## src/rtl/lock_pkg.sv

```systemverilog
// ============================================================================
// lock_pkg : shared keypad geometry, scan FSM states and helpers. Rev 1.0
// ============================================================================
`default_nettype none

package lock_pkg;

  localparam int KEY_ROWS = 4;
  localparam int KEY_COLS = 4;
  localparam logic [KEY_ROWS-1:0] ROW_RESET = 4'b1110;

  typedef enum logic [1:0] {
    SCAN     = 2'd0,
    DEBOUNCE = 2'd1,
    PRESSED  = 2'd2,
    RELEASE  = 2'd3
  } state_e;

  // Index of the lowest zero bit of an active-low vector.
  function automatic logic [1:0] low_index(input logic [3:0] v);
    logic [1:0] idx;
    idx = 2'd0;
    for (int i = 3; i >= 0; i--) begin
      if (!v[i]) idx = 2'(i);
    end
    return idx;
  endfunction

endpackage

`default_nettype wire

```

## src/rtl/key_scan_tick_gen.sv

```systemverilog
// ============================================================================
// tick_gen : free-running one-clk strobe every DIV clocks. Rev 1.0
// ============================================================================
`default_nettype none

module tick_gen #(
  parameter int DIV = 6250
) (
  input  logic clk,
  input  logic rst,
  output logic tick
);

  localparam int CW = (DIV > 1) ? $clog2(DIV) : 1;

  logic [CW-1:0] cnt_q;

  assign tick = (cnt_q == CW'(DIV - 1));

  always_ff @(posedge clk or posedge rst) begin
    if (rst) begin
      cnt_q <= '0;
    end else if (tick) begin
      cnt_q <= '0;
    end else begin
      cnt_q <= cnt_q + CW'(1);
    end
  end

endmodule

`default_nettype wire

```

## src/rtl/key_scan.sv

```systemverilog
// ============================================================================
// key_scan : 4x4 matrix keypad scanner with press/release debounce. Rev 1.0
// ============================================================================
`default_nettype none

module key_scan
  import lock_pkg::*;
#(
  parameter int SCAN_DIV  = 6250,
  parameter int DEB_TICKS = 20
) (
  input  logic                clk,
  input  logic                rst,
  input  logic [KEY_COLS-1:0] col,
  output logic [KEY_ROWS-1:0] row,
  output logic [3:0]          key_code,
  output logic                key_valid,
  output logic                key_held
);

  localparam int CW = $clog2(DEB_TICKS + 1);
  localparam logic [CW-1:0] DEB_MAX = CW'(DEB_TICKS);

  logic tick;

  state_e              state_q, state_d;
  logic [KEY_ROWS-1:0] row_q, row_d;
  logic [1:0]          col_idx_q, col_idx_d;
  logic [CW-1:0]       cnt_q, cnt_d, cnt_inc;
  logic [3:0]          key_code_q, key_code_d;
  logic [KEY_COLS-1:0] sync1_q, col_s_q;

  tick_gen #(.DIV(SCAN_DIV)) u_tick (
    .clk  (clk),
    .rst  (rst),
    .tick (tick)
  );

  always_ff @(posedge clk or posedge rst) begin
    if (rst) begin
      sync1_q <= '1;
      col_s_q <= '1;
    end else begin
      sync1_q <= col;
      col_s_q <= sync1_q;
    end
  end

  always_ff @(posedge clk or posedge rst) begin
    if (rst) begin
      state_q    <= SCAN;
      row_q      <= ROW_RESET;
      col_idx_q  <= 2'd0;
      cnt_q      <= '0;
      key_code_q <= 4'd0;
    end else begin
      state_q    <= state_d;
      row_q      <= row_d;
      col_idx_q  <= col_idx_d;
      cnt_q      <= cnt_d;
      key_code_q <= key_code_d;
    end
  end

  // Saturating increment keeps the counter pinned at DEB_TICKS.
  assign cnt_inc = (cnt_q >= DEB_MAX) ? cnt_q : cnt_q + CW'(1);

  always_comb begin
    state_d    = state_q;
    row_d      = row_q;
    col_idx_d  = col_idx_q;
    cnt_d      = cnt_q;
    key_code_d = key_code_q;
    case (state_q)
      SCAN: begin
        if (tick) begin
          if (col_s_q == '1) begin
            row_d = {row_q[KEY_ROWS-2:0], row_q[KEY_ROWS-1]};
          end else begin
            col_idx_d = low_index(col_s_q);
            cnt_d     = '0;
            state_d   = DEBOUNCE;
          end
        end
      end
      DEBOUNCE: begin
        if (tick) begin
          if (!col_s_q[col_idx_q]) begin
            cnt_d = cnt_inc;
            // Load the code on entry so it is already valid during the strobe.
            if (cnt_inc == DEB_MAX) begin
              state_d    = PRESSED;
              key_code_d = {low_index(row_q), col_idx_q};
            end
          end else begin
            cnt_d   = '0;
            state_d = SCAN;
          end
        end
      end
      PRESSED: begin
        cnt_d   = '0;
        state_d = RELEASE;
      end
      RELEASE: begin
        if (tick) begin
          if (col_s_q == '1) begin
            cnt_d = cnt_inc;
            if (cnt_inc == DEB_MAX) begin
              cnt_d   = '0;
              state_d = SCAN;
            end
          end else begin
            cnt_d = '0;
          end
        end
      end
      default: begin
        state_d = SCAN;
      end
    endcase
  end

  always_comb begin
    row       = row_q;
    key_code  = key_code_q;
    key_valid = (state_q == PRESSED);
    key_held  = (state_q == PRESSED) || (state_q == RELEASE);
  end

endmodule

`default_nettype wire
```

## config.mk

```make
export PLATFORM = sky130hd
export DESIGN_NAME = key_scan
export DESIGN_NICKNAME = d
export VERILOG_FILES = /design/src/rtl/lock_pkg.sv /design/src/rtl/key_scan_tick_gen.sv /design/src/rtl/key_scan.sv
export SDC_FILE = /design/constraint.sdc
export NUM_CORES = 1
export LEC_CHECK = 0
export ABC_AREA = 1
export CORE_AREA = 2 2 69 71
export CTS_CLUSTER_SIZE = 28
export DETAILED_ROUTE_END_ITERATION = 12
export DIE_AREA = 0 0 71 73
export PLACE_DENSITY = 0.65
export SLEW_MARGIN = 10
export SYNTH_ARGS = -nofsm -noshare
export SYNTH_HDL_FRONTEND = slang
export SYNTH_SLANG_ARGS = --single-unit
```

## constraint.sdc

```tcl
create_clock -name clk -period 1.6 [get_ports clk]
set_input_delay 0.32 -clock clk [delete_from_list [all_inputs] [get_ports clk]]
set_output_delay 0.32 -clock clk [all_outputs]
set_load 0.005 [all_outputs]
```

# Word level (Yosys, flattened, before mapping)
# Index checks and enable logic that the tools add are counted.
# Widths: inputs -> output; s select.
[classes] addsub=2 magnitude_cmp=2 n_eq_ne=13 n_mux=29 bitwise_logic=2 n_reduce_logical=7
[ops] cell="$mux 5" n=8
[ops] cell="$mux 2" n=16
[ops] cell="$pmux 5 s4" n=1
[ops] cell="$add 13x1->13 const B" n=1
[ops] cell="$eq 13x13->1 const B" n=1
[ops] cell="$mux 13" n=1
[ops] cell="$ne 2x2->1 const B" n=6
[ops] cell="$pmux 2 s4" n=1
[ops] cell="$reduce_and 4->1" n=2
[ops] cell="$reduce_and 7->1" n=1
[ops] cell="$reduce_and 3->1" n=2
[ops] cell="$add 5x1->5 const B" n=1
[ops] cell="$eq 5x5->1 const B" n=1
[ops] cell="$ge 5x5->1 const B" n=1
[ops] cell="$eq 2x2->1 const B" n=2
[ops] cell="$eq 4x4->1 const B" n=1
[ops] cell="$lt 2x3->1 const B" n=1
[ops] cell="$ne 3x3->1 const B" n=1
[ops] cell="$bmux 1 s2" n=1
[ops] cell="$eq 2x1->1 const B" n=1
[ops] cell="$logic_not 2->1" n=1
[ops] cell="$not 1->1" n=2
[ops] cell="$logic_or 1x1->1" n=1
[ops] cell="$mux 1" n=1
[word_totals] ff_bits=38 in_bits=6 out_inout_bits=10 wordCells=63

# Depth between registers and ports, before layout
# Gate-level depths: netlist (run 1).
[logic_depth] word_depth=7 ltp_mapped=12 depth_no_buf=12

# Cells and area by module
# A second synthesis (run 1) with hierarchy kept.
[hier_totals] cells_unflattened=249 hier_area_um2=2010.7
[by_module_without_submodules] module="key_scan" instances=1 cells_each=142 area_each_um2=1227.4
[by_module_without_submodules] module="tick_gen" instances=1 cells_each=107 area_each_um2=783.3

# Worst setup path after synthesis (run 1)
# No wires, ideal clock.
[synth_timing] path_type="flip-flop to flip-flop" startpoint="register col_s_q[0]" endpoint="register row_q[0] (netlist: row[0])" arrival_time_ps=1404 t_required_ps=1475 slack_ps=70 path_stages_with_launch=7 path_buffers=0 period_less_slack_ps=1530 cell_sequence="dfstp_2 > inv_1 > nor3_1 > inv_1 > nor3_4 > nand2_4 > mux2_4"
[synth_between] elab_chain_cells=2
[synth_rtl] element="from (decl)" line="key_scan.sv:31" text="logic [KEY_COLS-1:0] sync1_q, col_s_q;"
[synth_rtl] element="from (signal assigned)" line="key_scan.sv:45" text="col_s_q <= sync1_q;"
[synth_rtl] element="$eq 4x4->1" line="key_scan.sv:77" text="if (col_s_q == '1) begin"
[synth_rtl] element="$reduce_and 3->1 (no source line)"
[synth_rtl] element="to (signal assigned)" line="key_scan.sv:58" text="row_q <= row_d;"
[synth_rtl] element="to (decl)" line="key_scan.sv:27" text="logic [KEY_ROWS-1:0] row_q, row_d;"
# No other way between the ends.
# A chain may end at the register's enable or synchronous reset.

# Worst setup path after layout (run 1)
[layout_timing] startpoint="register col_s_q[1]" endpoint="register row_q[0] (netlist: row[0])"
# Same word-level chain as after synthesis.

==> impl_metrics.tcl, run 1 <==
set metrics [dict create \
    critPathMaxFanout 5 \
    drtAntennaViolNets 0 \
    syn-instance-count 234 \
    synth_top_area_share_pct 34.2 \
    avgSynthCellArea_um2 8.44 \
    path_cells "inv_1 -> nor3_2 -> inv_2 -> nor3_4 -> nand2_4 -> mux2_4" \
    slew-limit-headroom_pct 82.9 \
    vias 1655 \
    crit_start "col_s_q[1]$_DFF_PP1_" \
    r2r_slack_ns 0.0005 \
    antenna_cells 0 \
    place_inst 317 \
    yosys.area_share.xor_xnor_pct 0.443 \
    finalSetupTns_ns 0 \
    clockBufferDepth 2 \
    clock-sinks 38 \
    hp-class "flop to flop" \
    critPathArrivalTime_ns 1.78 \
    worst_setup_path_start_kind "flop" \
    synth-seq-cells 38 \
    synth_top_family_by_area "simple AND/OR/NAND/NOR gates" \
    final_max_slew_viol_count 0 \
    dr.first_iter.drc_count 60 \
    ys_top_cells_by_area "dfrtp_1 (34%), dfstp_2 (15%), nand2_1 (9.5%)" \
    dieArea_um2 5180 \
    ys_seq_area_share_pct 48.8 \
    worstPathRequired_ns 1.78 \
    post_dp_cell_area_um2 2330 \
    power.leakage_nw 1.34 \
    maxCapViolations 0 \
    synth_mux_area_share_pct 1.52 \
    ios 16 \
    drc 0 \
    netlist_area_um2 1980 \
    yosysWarnings 0 \
    yosys.area.top_type "dfrtp_1" \
    clk_latency_ns 0.29 \
    grt_max_degree 39 \
    die_w_um 71 \
    path_class "flop to flop" \
    path_clk_slew_ns 0.08 \
    cts_buffers 5 \
    min_from "sync1_q[2]$_DFF_PP1_" \
    synth.most_common_cell "nand2_1" \
    post-place-ws_ns -0.0332 \
    final_cells 342 \
    dp_hpwl_mm 2.69 \
    die_height_um 73 \
    nets 297 \
    cts_root_buf "clkbuf_8" \
    clock_skew_ns 0.00435 \
    synth_compound_area_share_pct 9.37 \
    yosys.area_share.simple_pct 28.2 \
    hold_violations 0 \
    place.gp.congestion 0.815 \
    r2r_cells 6 \
    viasPerCell 4.84 \
    rsz0062_at_grt "true" \
    fillerInstances 374 \
    antenna_found_initial 0 \
    drt-pass1-iter-count 4 \
    max_freq_mhz 625 \
    area_growth_pct 39.7 \
    synth_ff_type "dfrtp_1" \
    worst_hold_path.num_cells 0 \
    final_cell_area_um2 2760 \
    io_buffers 15 \
    postLayoutCoreUtil_pct 60.9 \
    async_reset_ff_share_pct 100 \
    critPathSlowestCell "dfstp_2" \
    p_per_area_nw_per_um2 742 \
    setup_viol 0 \
    fin_crit_ns 1.60 \
    synthAdderAreaFrac_pct 2.53 \
    setup_slack_ns 0.000513 \
    whs_ns 0.356 \
    worst_pin_slew_ns 0.257 \
    grt_pass1_wl_mm 6.56 \
    r2r_start "col_s_q[1]$_DFF_PP1_" \
    core-area_um2 4540 \
    synth_edf_count 0 \
    period_share_pct 100 \
    synthTopCellsByCount "nand2_1 (50), inv_1 (40), dfrtp_1 (27)" \
    holdPathEnd "col_s_q[2]$_DFF_PP1_" \
    overflow 0 \
    placementRows 25 \
    grt_pass1_vias 1481 \
    yosysUniqueCellTypes 32 \
    r2r_end "row[0]$_DFFE_PP0P_" \
    routed_wl_mm 4.07 \
    drive_gt1_share_pct 39.2 \
    tritoncts "built" \
    wl_per_cell_um 11.9 \
    initial_utilization_pct 43.6 \
    ir_drop_mv 0.480 \
    grtUsageTotal_pct 16.3 \
    htreeDepth 2 \
    power_mw 2.05 \
    critPathCaptureType "flop" \
    syn_nets 244 \
    cpPeakStageDelay_ns 0.53 \
    status "complete, no violations" \
]
## what timing repair did
item | CTS | global route
cloned | 0 | 0
pin swaps | 11 | 20
buffers inserted | 12 | 5
endpoints found under the setup margin | 14 | 20
gates resized for setup | 19 | 35
endpoints found under the hold margin | 0 | 0
hold buffers | 0 | 0
## worst max-delay path: cells and delay by family (launching register included)
kind | cells | cell delay (ns)
buf+inv | 2 | 0.16
flops | 1 | 0.53
mux | 1 | 0.30
simple gates | 3 | 0.49
## routing by layer
metal | vias to the layer above | track usage [%] | wire length, µm
li1 | 854 | - | -
met1 | 769 | 20.7 | 1840
met2 | 24 | 27.0 | 2050
met3 | 8 | 4.14 | 107
met4 | 0 | 6.29 | 74
met5 | - | 0 | 0
## layout make-up
cell class              count  area, µm²  share of cell area, %
inverters                  45        173                   6.26
clock inverters             2       60.1                   2.18
well taps                  54       67.6                   2.45
multi-input cells         149        985                   35.7
clock buffers               6       82.6                   2.99
repair buffers             48        428                   15.5
flip-flops and latches     38        965                   35.0
## where the power goes
group          leakage, nW  switching, mW  internal, mW
combinational        0.789         0.0305        0.0244
clock               0.0714          0.346         0.665
sequential           0.478        0.00453         0.979
## worst max path at each step
stage                                 endpoint  slack (ns)  cells past startpoint
finish                      row[0]$_DFFE_PP0P_      0.0005                      6
global route        u_tick.cnt_q[10]$_DFF_PP0_       -0.11                     10
CTS                                       flop       -0.02                     11
detailed placement                        flop       -0.03                     12
global placement                          flop       0.002                     12
floorplan                   row[0]$_DFFE_PP0P_        0.07                      6
## placed cells by master (no fill, tap or decap), types with 8 or more instances in the layout
master	instances
o21ai_0	10
dfstp_2	11
inv_2	11
clkdlybuf4s50_1	10
nand2_1	39
nand2_2	11
nand3_1	15
o21ai_1	8
dfrtp_1	27
inv_1	32
buf_4	29
nor2_1	10
## logic make-up after synthesis
| kind of cell | after synthesis |
|---|---|
| buf+inv | 47 |
| compound gates | 31 |
| flops | 38 |
| mux | 2 |
| fa+ha+maj | 4 |
| xor+xnor | 1 |
| simple gates | 111 |
## registers in the layout, indices dropped and copies added (netlist names), named ones only
signal	count
u_tick.cnt_q	13
cnt_q	5
col_s_q	4
key_code	4
row	4
sync1_q	4
col_idx_q	2
state_q	1
Note: power is estimated with default switching activity, not from simulation.
==> run 2, diff against run 1 <==
--- a/config.mk
+++ b/config.mk
@@ -7,7 +7,7 @@
 export LEC_CHECK = 0
 export ABC_AREA = 1
 export CORE_AREA = 2 2 69 71
-export CTS_CLUSTER_SIZE = 28
+export CTS_CLUSTER_SIZE = 10
 export DETAILED_ROUTE_END_ITERATION = 12
 export DIE_AREA = 0 0 71 73
 export PLACE_DENSITY = 0.65
==> results of run 2 <==
Final layout, timing and power as in run 1 (identical DEF).
==> run 3, diff against run 2 <==
--- a/config.mk
+++ b/config.mk
@@ -11,6 +11,7 @@
 export DETAILED_ROUTE_END_ITERATION = 12
 export DIE_AREA = 0 0 71 73
 export PLACE_DENSITY = 0.65
+export SKIP_LAST_GASP = 1
 export SLEW_MARGIN = 10
 export SYNTH_ARGS = -nofsm -noshare
 export SYNTH_HDL_FRONTEND = slang
==> run 3 against run 2 <==
  * The run now ends with setup timing left
  * Register-to-register slack hardly changed
  * Global-route usage stayed put
  * Worst setup slack worse by 0.014 ns
  * First-iteration DRC count is 32% higher
  * Sequential power hardly changed
  * Clock skew hardly changed
  * Clock-buffer cell count stayed put
  * Sequential cell count stayed put
  * Total power hardly changed
==> impl_metrics.tcl, run 3 (synthesis gave the netlist of run 1 again) <==
set metrics [dict create \
    fillerInstances 378 \
    power_mw 2.05 \
    antenna_found_initial 0 \
    r2r_cells 6 \
    postLayoutCoreUtil_pct 60.7 \
    worst_hold_path.num_cells 0 \
    nets 297 \
    cpPeakStageDelay_ns 0.55 \
    largest_register_ffs 13 \
    hold_violations 0 \
    place_inst 317 \
    post-place-ws_ns -0.0332 \
    hp-class "flop to flop" \
    finalSetupTns_ns -0.0134 \
    initial_utilization_pct 43.6 \
    tritoncts "built" \
    final_max_slew_viol_count 0 \
    worst_pin_slew_ns 0.257 \
    drtAntennaViolNets 0 \
    grt_pass1_wl_mm 6.56 \
    cts_buffers 5 \
    grt_pass1_vias 1481 \
    rsz0062_at_grt "true" \
    drive_gt1_share_pct 39.6 \
    ir_drop_mv 0.481 \
    area_growth_pct 39.5 \
    reg_top3 "u_tick.cnt_q (13), cnt_q (5)" \
    max_freq_mhz 620 \
    setup_viol 1 \
    grt_max_degree 39 \
    vias 1653 \
    routed_wl_mm 4.04 \
    dieArea_um2 5180 \
    r2r_end "row[0]$_DFFE_PP0P_" \
    p_per_area_nw_per_um2 744 \
    critPathSlowestCell "dfstp_2" \
    final_cell_area_um2 2760 \
    clk_latency_ns 0.30 \
    clockBufferDepth 2 \
    path_class "flop to flop" \
    die_w_um 71 \
    r2r_slack_ns -0.01 \
    path_clk_slew_ns 0.08 \
    whs_ns 0.356 \
    critPathMaxFanout 5 \
    setup_slack_ns -0.0134 \
    layout_commonest_cell "nand2_1" \
    drc 0 \
    layout_common_cells "nand2_1 (38), inv_1 (33), buf_4 (29), dfrtp_1 (27), nand3_1 (15)" \
    final_cells 342 \
    r2r_start "col_s_q[3]$_DFF_PP1_" \
    crit_start "col_s_q[3]$_DFF_PP1_" \
    status "complete, but fails checks" \
    die_height_um 73 \
    post_dp_cell_area_um2 2330 \
    viasPerCell 4.83 \
    clock_skew_ns 0.00443 \
    maxCapViolations 0 \
    worstPathRequired_ns 1.79 \
    core-area_um2 4540 \
    htreeDepth 2 \
    endpoint "row[0]$_DFFE_PP0P_" \
    min_from "sync1_q[2]$_DFF_PP1_" \
    critPathArrivalTime_ns 1.80 \
    grtUsageTotal_pct 16.3 \
    clock-sinks 38 \
    ios 16 \
    place.gp.congestion 0.815 \
    violations "setup timing" \
    worst_setup_path_start_kind "flop" \
    antenna_cells 0 \
    multi_input_area_um2 980 \
    wl_per_cell_um 11.8 \
    overflow 0 \
    slew-limit-headroom_pct 82.9 \
    drt-pass1-iter-count 4 \
    critPathCaptureType "flop" \
    power.leakage_nw 1.34 \
    placementRows 25 \
    path_cells "nand2_2 -> nor3_2 -> inv_2 -> nor3_4 -> nand2_4 -> mux2_4" \
    cts_root_buf "clkbuf_8" \
    fin_crit_ns 1.61 \
    io_buffers 15 \
    holdBufCountCts 0 \
    period_share_pct 101 \
    regMostFlops "u_tick.cnt_q" \
    dp_hpwl_mm 2.69 \
    seqCellArea_um2 965 \
    dr.first_iter.drc_count 79 \
]
run 3: cell counts in the layout (fill, tap and decap cells not counted):
No cell type changed its count.
run 3: power breakdown:
group	switching, mW	internal (mW)	leakage (nW)
sequential	0.00497	0.979	0.478
clock	0.349	0.665	0.0714
combinational	0.0294	0.0230	0.786
total	0.384	1.67	1.34
run 3: area by class of cell:
cell class | instances | area share [%]
clock buffer | 6 | 3.00
tap | 54 | 2.45
multi-input combinational | 149 | 35.6
timing repair buffer | 48 | 15.5
clock inverter | 2 | 2.18
sequential | 38 | 35.0
inverter | 45 | 6.27
run 3: worst max-delay path: cells and delay by family (launching register included):
| kind | cells | cell delay [ns] |
|---|---|---|
| mux | 1 | 0.30 |
| flops | 1 | 0.55 |
| simple gates | 4 | 0.55 |
| buf+inv | 1 | 0.10 |
run 3: worst min-delay path by stage:
stage / endpoint / slack (ns)
2_1_floorplan: sync1_q[0]$_DFF_PP1_ / 0.32
3_3_place_gp: col_s_q[2]$_DFF_PP1_ / 0.35
3_5_place_dp: col_s_q[0]$_DFF_PP1_ / 0.35
4_1_cts: col_s_q[0]$_DFF_PP1_ / 0.36
5_1_grt: col_s_q[0]$_DFF_PP1_ / 0.36
6_report: col_s_q[2]$_DFF_PP1_ / 0.36
run 3: repair_timing:
action / CTS / global route
pin swaps: 11 / 22
buffers inserted: 12 / 5
gates resized for setup: 18 / 35
endpoints found under the setup margin: 14 / 20
gates cloned: 0 / 0
run 3: routing by layer:
metal | vias to the layer above | wire, µm | GRT usage (%)
li1 | 856 | - | -
met3 | 8 | 108 | 4.14
met4 | 0 | 77 | 6.29
met1 | 765 | 1800 | 20.7
met2 | 24 | 2060 | 27.0
met5 | - | 0 | 0
